File: config.mk
export PLATFORM = sky130hd
export DESIGN_NAME = phase_sequencer
export DESIGN_NICKNAME = d
export VERILOG_FILES = /design/src/rtl/phase_sequencer_pkg.sv /design/src/rtl/phase_sequencer_wait_timer.sv /design/src/rtl/phase_sequencer.sv
export SDC_FILE = /design/constraint.sdc
export NUM_CORES = 1
export LEC_CHECK = 0
export ABC_AREA = 1
export BUFFER_PORTS_ARGS = -buffer_cell sky130_fd_sc_hd__buf_2
export CAP_MARGIN = 20
export CORE_MARGIN = 10
export CORE_UTILIZATION = 50
export CTS_CLUSTER_SIZE = 16
export DETAILED_ROUTE_END_ITERATION = 8
export GPL_ROUTABILITY_DRIVEN = 0
export PLACE_DENSITY_LB_ADDON = 0.25
export SYNTH_ARGS = -nofsm -noshare
export SYNTH_HDL_FRONTEND = slang
export SYNTH_SLANG_ARGS = --single-unit
export TNS_END_PERCENT = 30
File: constraint.sdc
create_clock -name clk -period 1.9 [get_ports clk]
set_clock_uncertainty 0.1 [all_clocks]
set_input_delay 0.285 -clock clk [delete_from_list [all_inputs] [get_ports clk]]
set_output_delay 0.285 -clock clk [all_outputs]
set_load 0.02 [all_outputs]
File: src/rtl/phase_sequencer_pkg.sv
// Shared encodings for the phase sequencer: FSM states, instruction classes
// and the extended opcodes that live in ir[7:4] of class-11 instructions.
package phase_sequencer_pkg;

  typedef enum logic [2:0] {
    ST_IDLE    = 3'd0,
    ST_FETCH   = 3'd1,
    ST_DECODE  = 3'd2,
    ST_EXEC    = 3'd3,
    ST_MEM     = 3'd4,
    ST_WB      = 3'd5,
    ST_HALTED  = 3'd6,
    ST_ERROR   = 3'd7
  } state_e;

  localparam logic [1:0] CLS_LD  = 2'b00;
  localparam logic [1:0] CLS_ST  = 2'b01;
  localparam logic [1:0] CLS_BR  = 2'b10;
  localparam logic [1:0] CLS_ALU = 2'b11;

  localparam logic [3:0] OP_IN  = 4'b1100;
  localparam logic [3:0] OP_OUT = 4'b1101;
  localparam logic [3:0] OP_HLT = 4'b1111;

  localparam int PH_FETCH  = 0;
  localparam int PH_DECODE = 1;
  localparam int PH_EXEC   = 2;
  localparam int PH_MEM    = 3;
  localparam int PH_WB     = 4;

  function automatic logic is_ext(input logic [1:0] cls, input logic [3:0] op,
                                  input logic [3:0] code);
    return (cls == CLS_ALU) && (op == code);
  endfunction

endpackage

File: src/rtl/phase_sequencer_wait_timer.sv
// Stall-cycle counter for handshake waits. at_limit flags that the current
// stalled cycle is the LIMIT-th one; LIMIT = 0 never flags.
module phase_sequencer_wait_timer #(
  parameter int unsigned LIMIT = 255
) (
  input  logic clk,
  input  logic rst_n,
  input  logic clr,
  input  logic en,
  output logic at_limit
);

  localparam int unsigned W = (LIMIT > 0) ? $clog2(LIMIT + 1) : 1;
  localparam logic [W-1:0] LAST = W'((LIMIT == 0) ? 0 : LIMIT - 1);
  localparam bit HAS_LIMIT = (LIMIT != 0);

  logic [W-1:0] cnt_q, cnt_d;

  always_comb begin
    cnt_d = cnt_q;
    if (clr)
      cnt_d = '0;
    else if (en && HAS_LIMIT)
      cnt_d = cnt_q + 1'b1;
  end

  always_ff @(posedge clk or negedge rst_n) begin
    if (!rst_n)
      cnt_q <= '0;
    else
      cnt_q <= cnt_d;
  end

  assign at_limit = HAS_LIMIT && (cnt_q == LAST);

endmodule

File: src/rtl/phase_sequencer.sv
// Multi-cycle control sequencer: decides when the datapath latches IR/PC,
// talks to memory and I/O, and counts retired instructions.
//   state   | meaning
//   IDLE    | waiting for run
//   FETCH   | memory read of next instruction, IR loads on mem_ready
//   DECODE  | single cycle; HLT advances PC and halts
//   EXEC    | one cycle, or I/O handshake wait for IN/OUT
//   MEM     | load/store handshake wait
//   WB      | register write, PC advance, retire
//   HALTED  | stopped after HLT, run resumes
//   ERROR   | handshake timeout, sticky until reset
module phase_sequencer
  import phase_sequencer_pkg::*;
#(
  parameter int unsigned WAIT_LIMIT = 255,
  parameter int unsigned CNT_W      = 16
) (
  input  logic             clk,
  input  logic             rst_n,
  input  logic             run,
  input  logic             step_mode,
  input  logic [15:0]      ir,
  input  logic             write_order,
  input  logic             mem_ready,
  input  logic             io_in_valid,
  input  logic             io_out_ready,
  output logic [4:0]       phase,
  output logic             ir_we,
  output logic             pc_we,
  output logic             mem_req,
  output logic             mem_wr,
  output logic             reg_we,
  output logic             io_in_ack,
  output logic             io_out_valid,
  output logic             halted,
  output logic             timeout_err,
  output logic [CNT_W-1:0] retired
);

  state_e           state_q, state_d;
  logic [CNT_W-1:0] retired_q, retired_d;
  logic             stall, at_limit, hs;
  logic [1:0]       cls;
  logic             op_in, op_out, op_hlt;
  logic             ir_unused;

  assign cls       = ir[15:14];
  assign op_in     = is_ext(cls, ir[7:4], OP_IN);
  assign op_out    = is_ext(cls, ir[7:4], OP_OUT);
  assign op_hlt    = is_ext(cls, ir[7:4], OP_HLT);
  assign ir_unused = ^{ir[13:8], ir[3:0]};

  // Any non-stalled cycle clears the timer, so every wait starts from zero.
  phase_sequencer_wait_timer #(.LIMIT(WAIT_LIMIT)) u_wait_timer (
    .clk      (clk),
    .rst_n    (rst_n),
    .clr      (~stall),
    .en       (stall),
    .at_limit (at_limit)
  );

  always_comb begin
    state_d      = state_q;
    retired_d    = retired_q;
    phase        = '0;
    ir_we        = 1'b0;
    pc_we        = 1'b0;
    mem_req      = 1'b0;
    mem_wr       = 1'b0;
    reg_we       = 1'b0;
    io_in_ack    = 1'b0;
    io_out_valid = 1'b0;
    halted       = 1'b0;
    timeout_err  = 1'b0;
    stall        = 1'b0;
    hs           = 1'b1;
    case (state_q)
      ST_IDLE: if (run) state_d = ST_FETCH;
      ST_FETCH: begin
        phase[PH_FETCH] = 1'b1;
        mem_req         = 1'b1;
        ir_we           = mem_ready;
        if (mem_ready) state_d = ST_DECODE;
        else           stall   = 1'b1;
      end
      ST_DECODE: begin
        phase[PH_DECODE] = 1'b1;
        if (op_hlt) begin
          pc_we   = 1'b1;
          state_d = ST_HALTED;
        end else begin
          state_d = ST_EXEC;
        end
      end
      ST_EXEC: begin
        phase[PH_EXEC] = 1'b1;
        if (op_in) begin
          io_in_ack = io_in_valid;
          hs        = io_in_valid;
        end else if (op_out) begin
          io_out_valid = 1'b1;
          hs           = io_out_ready;
        end
        if (hs) state_d = (cls == CLS_LD || cls == CLS_ST) ? ST_MEM : ST_WB;
        else    stall   = 1'b1;
      end
      ST_MEM: begin
        phase[PH_MEM] = 1'b1;
        mem_req       = 1'b1;
        mem_wr        = (cls == CLS_ST);
        if (mem_ready) state_d = ST_WB;
        else           stall   = 1'b1;
      end
      ST_WB: begin
        phase[PH_WB] = 1'b1;
        reg_we       = write_order;
        pc_we        = 1'b1;
        retired_d    = retired_q + 1'b1;
        state_d      = step_mode ? ST_IDLE : ST_FETCH;
      end
      ST_HALTED: begin
        halted = 1'b1;
        if (run) state_d = ST_FETCH;
      end
      ST_ERROR: timeout_err = 1'b1;
      default:  state_d = ST_IDLE;
    endcase
    // A handshake in the limit cycle clears stall, so progress wins over timeout.
    if (stall && at_limit) state_d = ST_ERROR;
  end

  always_ff @(posedge clk or negedge rst_n) begin
    if (!rst_n) begin
      state_q   <= ST_IDLE;
      retired_q <= '0;
    end else begin
      state_q   <= state_d;
      retired_q <= retired_d;
    end
  end

  assign retired = retired_q;

endmodule
==> flow_metrics.env, run 1 <==
export IMPL_clock_sinks=27
export IMPL_vdd_ir_drop_max_mv=0.4737
export IMPL_critPathLaunchType="register"
export IMPL_synthesis_yosys_warnings=0
export IMPL_numCtsBuffers=3
export IMPL_ys_types=25
export IMPL_insertion_delay_ns=0.31
export IMPL_power_leakage_uw=0.001077
export IMPL_rsz_0062_raised_after_global_routing="true"
export IMPL_core_area_sq_mm=0.003053
export IMPL_final_net_count=279
export IMPL_worst_hold_path_type="in -> reg"
export IMPL_most_common_layout_cells="sky130_fd_sc_hd__nand2_1 (45), sky130_fd_sc_hd__buf_2 (41), sky130_fd_sc_hd__dfrtp_1 (24)"
export IMPL_grt_start_max_net_pins=28
export IMPL_clock_root_buffer="sky130_fd_sc_hd__clkbuf_4"
export IMPL_post_synthesis_mux_area_share_pct=0
export IMPL_floorplan_rows=20
export IMPL_diodes_inserted=0
export IMPL_ys_flop_type="sky130_fd_sc_hd__dfrtp_1"
export IMPL_detailed_place_hpwl_um=2686
export IMPL_final_max_slew_violation_count=0
export IMPL_drc_errors=0
export IMPL_numPortBuffers=43
export IMPL_async_reset_ff_share_pct=100.0
export IMPL_worst_endpoint_required_ns=1.51
export IMPL_grt_antenna_before_repair=0
export IMPL_layout_cell_share_with_drive_strength_beyond_1_pct=31.08
export IMPL_yosys_area_share_adder_pct=2.349
export IMPL_report_power_total_uw=1921
export IMPL_synth_simple_area_share_pct=37.35
export IMPL_grt_overflow_total=0
export IMPL_wl_per_cell_um=11.67
export IMPL_placed_area_sq_mm=0.001856
export IMPL_design_die_area_sq_mm=0.005857
export IMPL_ys_ff_latch=27
export IMPL_end_kind="output port"
export IMPL_area_growth_syn_to_layout_pct=21.93
export IMPL_final_core_utilization_pct=63.81
export IMPL_synth_compound_gate_area_share_pct=1.879
export IMPL_first_pass_grt_wire_length_um=5692
export IMPL_status="finished clean"
export IMPL_fin_ws_ns=0.03640
export IMPL_max_slew_margin_rel_pct=61.24
export IMPL_post_place_cells=285
export IMPL_worst_setup_hold_path_clk_slew_ns=0.13
export IMPL_finalCritPeriodShare_pct=98.08
export IMPL_initial_core_util_pct=52.34
export IMPL_antenna_violating_nets_post_route=0
export IMPL_postSynthNetCount=227
export IMPL_drt_iter0_drc=70
export IMPL_worst_pin_slew_ns=0.5815
export IMPL_ys_seq_area_share_pct=42.29
export IMPL_boundaryPins=54
export IMPL_grt_pass1_vias=1320
export IMPL_via_count=1389
export IMPL_cts_max_path_buffers=2
export IMPL_setup_viol=0
export IMPL_detailedPlace_worstSlack_ns=0.3170
export IMPL_postRouteWirelength_um=3443
export IMPL_post_synthesis_share_of_cell_area_spent_on_xor_and_xnor_gates_pct=8.771
export IMPL_die_height_um=76.53
export IMPL_synthesis_area_sq_mm=0.001598
export IMPL_drt_pass1_iter_count=4
export IMPL_critical_path_max_fanout=8
export IMPL_postLayoutCellArea_sq_mm=0.001948
export IMPL_syn_area_per_cell_sq_um=7.989
export IMPL_setup_worst_path_class="reg -> out"
export IMPL_synth_edf_count=0
export IMPL_dominant_combinational_cell_family_by_area_after_synthesis="simple AND/OR/NAND/NOR gates"
export IMPL_synthCells=200
export IMPL_arrival_ns=1.48
export IMPL_total_global_route_track_usage_pct=11.06
export IMPL_post_layout_nonfiller_instances=295
export IMPL_h_tree_depth=1
export IMPL_power_per_cell_area_mw_per_mm2=986.0
export IMPL_layout_cells_most_common="sky130_fd_sc_hd__nand2_1"
export IMPL_drv_cap=0
export IMPL_report_final_hold_viol_count=0
export IMPL_cts_tree="yes"
export IMPL_fillerInstances=288
export IMPL_vias_per_cell=4.708
export IMPL_maxClockFrequency_ghz=0.5366
export IMPL_fin_crit_ns=1.864
export IMPL_horizontal_die_dimension_um=76.53
cells by family (layout without fill, tap and decap cells):
logic type / Yosys count / count (layout)
simple gates: 118 / 118
buf+inv: 30 / 81
flops: 27 / 27
xor+xnor: 16 / 16
compound gates: 6 / 6
fa+ha+maj: 3 / 3
cell type report:
class                   count  area, sq um  share of cell area (%)
repair buffers             49        267.8                   13.74
flip-flops and latches     27        679.4                   34.87
clock buffers               4        26.28                   1.349
multi-input cells         143        814.5                   41.81
inverters                  28        105.1                   5.395
well taps                  44        55.05                   2.826
what timing repair did:
action                                 in CTS  in global routing
endpoints found under the hold margin      27                  0
hold buffers                                1                  0
gates resized for setup                     1                  8
setup endpoints to repair                   3                  6
setup buffers                               0                  5
where the power goes:
part | internal (uW) | switching, uW | total (uW)
sequential | 655 | 141 | 796
combinational | 345 | 546 | 891
clock | 81.9 | 152 | 234
stage by stage:
step | TNS (ns) | hold slack (ns)
2_1_floorplan | 0 | -0.1106
3_3_place_gp | 0 | 0.2242
3_5_place_dp | 0 | 0.2266
4_1_cts | 0 | 0.3012
5_1_grt | -0.1211 | 0.3477
6_report | 0 | 0.3122
metal layers:
layer / vias to the layer above / GRT usage, % / wire [um]
met1: 621 / 15.30 / 1771
met4: 0 / 2.230 / 12
met2: 35 / 16.41 / 1445
li1: 731 / - / -
met3: 2 / 3.420 / 213
met5: - / 0 / 0
sequential cells by signal (all words and copies together), names as in the netlist:
name / flops
u_wait_timer.cnt_q: 8
retired: 16
state_q: 3
critical path, cell delays in order, from the launching register on:
cell and delay, ns:
sky130_fd_sc_hd__dfrtp_2 0.51, sky130_fd_sc_hd__nor3_2 0.29, sky130_fd_sc_hd__nand3_1 0.14, sky130_fd_sc_hd__nand2_1 0.07, sky130_fd_sc_hd__buf_2 0.17
cell usage after synthesis, types with 5 or more instances:
library cell	number	area, sq um
sky130_fd_sc_hd__nor3_2	5	50.05
sky130_fd_sc_hd__nor2_1	24	90.09
sky130_fd_sc_hd__nand2_2	5	31.28
sky130_fd_sc_hd__inv_1	24	90.09
sky130_fd_sc_hd__nand2_1	45	168.9
sky130_fd_sc_hd__dfrtp_1	27	675.7
sky130_fd_sc_hd__xor2_1	10	87.58
sky130_fd_sc_hd__nand3_1	20	100.1
sky130_fd_sc_hd__xnor2_1	6	52.55
worst paths after layout:
path / from / end / cells after the start / slack (ns)
max reg2reg: retired[0] / retired[10] / 6 / 0.31
min: mem_ready / u_wait_timer.cnt_q[3] / 6 / 0.31
min in group asynchronous: rst_n / u_wait_timer.cnt_q[2] / 2 / 0.39
max in group asynchronous: rst_n / state_q[0] / 2 / 0.89
min reg2reg: retired[15] / retired[15] / 1 / 0.38
max: state_q[0] / pc_we / 4 / 0.04
Note: power is estimated with default switching activity, not from simulation.
==> run 2, diff against run 1 <==
Settings changed: PLACE_DENSITY_LB_ADDON 0.25 to 0.05.
==> run 2 against run 1 <==
Effect of this change: design area is 0.90% higher; critical endpoint is now io_out_valid; core utilization increased by 0.57 points; global-route usage grew 0.69 points.
==> flow_metrics.env, run 2 (synthesis results as in run 1) <==
export IMPL_wl_per_cell_um=11.40
export IMPL_clock_sinks=27
export IMPL_arrival_ns=1.45
export IMPL_setup_viol=0
export IMPL_worst_setup_hold_path_clk_slew_ns=0.15
export IMPL_critical_path_max_fanout=6
export IMPL_cts_max_path_buffers=2
export IMPL_grt_pass1_vias=1405
export IMPL_horizontal_die_dimension_um=76.53
export IMPL_most_common_layout_cells="sky130_fd_sc_hd__nand2_1 (45), sky130_fd_sc_hd__buf_2 (41), sky130_fd_sc_hd__inv_1 (24), sky130_fd_sc_hd__dfrtp_1 (24), sky130_fd_sc_hd__nor2_1 (22)"
export IMPL_flip_flop_count_of_the_largest_register_all_copies_and_words_added=16
export IMPL_diodes_inserted=0
export IMPL_holdCritStartpoint="mem_ready"
export IMPL_initial_core_util_pct=52.34
export IMPL_first_pass_grt_wire_length_um=5975
export IMPL_grt_overflow_total=0
export IMPL_drt_iter0_drc=92
export IMPL_post_layout_nonfiller_instances=295
export IMPL_vdd_ir_drop_max_mv=0.6196
export IMPL_drt_pass1_iter_count=4
export IMPL_grt_start_max_net_pins=28
export IMPL_report_final_hold_viol_count=0
export IMPL_final_hold_worst_slack_ns=0.2630
export IMPL_numCtsBuffers=3
export IMPL_finalCritPeriodShare_pct=96.35
export IMPL_layout_cell_share_with_drive_strength_beyond_1_pct=31.08
export IMPL_final_net_count=279
export IMPL_antenna_violating_nets_post_route=0
export IMPL_clock_root_buffer="sky130_fd_sc_hd__clkbuf_4"
export IMPL_worst_r2r_path_depth=7
export IMPL_end_kind="output port"
export IMPL_seqPwrFrac_pct=40.7
export IMPL_floorplan_rows=20
export IMPL_setup_worst_path_class="reg -> out"
export IMPL_h_tree_depth=1
export IMPL_fillerInstances=325
export IMPL_cts_tree="yes"
export IMPL_numPortBuffers=43
export IMPL_power_per_cell_area_mw_per_mm2=981.2
export IMPL_core_area_sq_mm=0.003053
export IMPL_status="finished clean"
export IMPL_rsz_0062_raised_after_global_routing="true"
export IMPL_design_die_area_sq_mm=0.005857
export IMPL_intPower_uw=1084
export IMPL_part_of_the_power_in_the_clock_network_pct=12.8
export IMPL_final_max_slew_violation_count=0
export IMPL_critPathLaunchType="register"
export IMPL_sequential_cell_area_sq_um=679.4
export IMPL_share_comb_of_total_power_pct=46.6
export IMPL_post_place_cells=286
export IMPL_sw_share_pct=43.78
export IMPL_worst_endpoint_required_ns=1.51
export IMPL_min_delay_path_depth=6
export IMPL_via_count=1388
export IMPL_regToRegStartpoint="state_q[0]"
export IMPL_drc_errors=0
export IMPL_maxClockFrequency_ghz=0.5462
export IMPL_worst_hold_path_type="in -> reg"
export IMPL_area_growth_syn_to_layout_pct=23.02
export IMPL_drv_cap=0
export IMPL_total_global_route_track_usage_pct=11.75
export IMPL_total_area_of_multi_input_combinational_cells_sq_um=828.3
export IMPL_vias_per_cell=4.705
export IMPL_grt_antenna_before_repair=0
export IMPL_p_switching_uw=844.4
export IMPL_layout_cells_most_common="sky130_fd_sc_hd__nand2_1"
export IMPL_die_height_um=76.53
export IMPL_timing_critical_path_from="state_q[0]"
export IMPL_detailed_place_hpwl_um=2696
export IMPL_fin_crit_ns=1.831
export IMPL_power_leakage_uw=0.001082
export IMPL_boundaryPins=54
export IMPL_worst_pin_slew_ns=0.5620
export IMPL_max_slew_margin_rel_pct=62.54
export IMPL_postRouteWirelength_um=3362
export IMPL_insertion_delay_ns=0.33
[run 2: changes by cell type in the layout (fill, tap and decap cells not counted)]
| cell | before | now |
|---|---|---|
| sky130_fd_sc_hd__inv_1 | 22 | 24 |
| sky130_fd_sc_hd__inv_2 | 6 | 4 |
| sky130_fd_sc_hd__clkbuf_1 | 1 | 0 |
| sky130_fd_sc_hd__clkinvlp_4 | 0 | 1 |
| sky130_fd_sc_hd__nor2_1 | 23 | 22 |
| sky130_fd_sc_hd__nor2_4 | 4 | 5 |
| sky130_fd_sc_hd__nor3_2 | 5 | 4 |
| sky130_fd_sc_hd__nor3_4 | 0 | 1 |
[run 2: worst paths after layout]
check	to	slack (ns)
setup / recovery	io_out_valid	0.07
hold / removal	u_wait_timer.cnt_q[3]	0.26
setup reg to reg	retired[15]	0.33
hold reg to reg	u_wait_timer.cnt_q[0]	0.40
max in group asynchronous	state_q[2]	0.92
min in group asynchronous	u_wait_timer.cnt_q[7]	0.35
[run 2: critical path, cell delays in order, from the launching register on]
cell and delay, ns:
sky130_fd_sc_hd__dfrtp_2 0.49, sky130_fd_sc_hd__buf_4 0.17, sky130_fd_sc_hd__nand3_4 0.10, sky130_fd_sc_hd__inv_1 0.05
sky130_fd_sc_hd__and3_1 0.17, sky130_fd_sc_hd__buf_4 0.15
[run 2: stage by stage]
stage                     worst slack [ns]  instance area (sq um)  utilization [%]  setup TNS, ns  power (uW)
after floorplan                     0.2519                   1598                -              0        1360
after global placement              0.2960                   1863            61.02              0        1571
after detailed placement            0.2749                   1863            61.02              0        1583
after CTS                          0.01602                   1904            62.38              0        1841
after global routing             -0.008758                   1966            64.39       -0.01651        2071
final                              0.06932                   1966            64.39              0        1929
[run 2: routing by layer]
layer,track usage (%),up-vias,share of wire (%)
met3,3.420,6,5.9
li1,-,730,-
met1,13.21,616,46
met4,5.576,0,1.4
met5,0,-,0
met2,19.90,36,46
[run 2: what timing repair did]
item                                    CTS  global route
gates resized for setup                   1             9
setup buffers                             0             4
hold buffers                              1             0
hold endpoints to repair                 27             0
endpoints found under the setup margin    2             4
[run 2: layout make-up]
type	instances	share of cell area [%]
Sequential cell	27	34.56
Multi-Input combinational cell	143	42.14
Timing Repair Buffer	49	13.62
Clock buffer	3	1.146
Clock inverter	1	0.3819
Inverter	28	5.347
Tap cell	44	2.801
[run 2: power by group through the flow]
stage | Clock [uW] | Sequential [uW] | Combinational [uW]
final | 246 | 785 | 898
after global routing | 275 | 799 | 997
after CTS | 264 | 783 | 794
after detailed placement | 0 | 793 | 790
after global placement | 0 | 789 | 782
after floorplan | 0 | 765 | 595
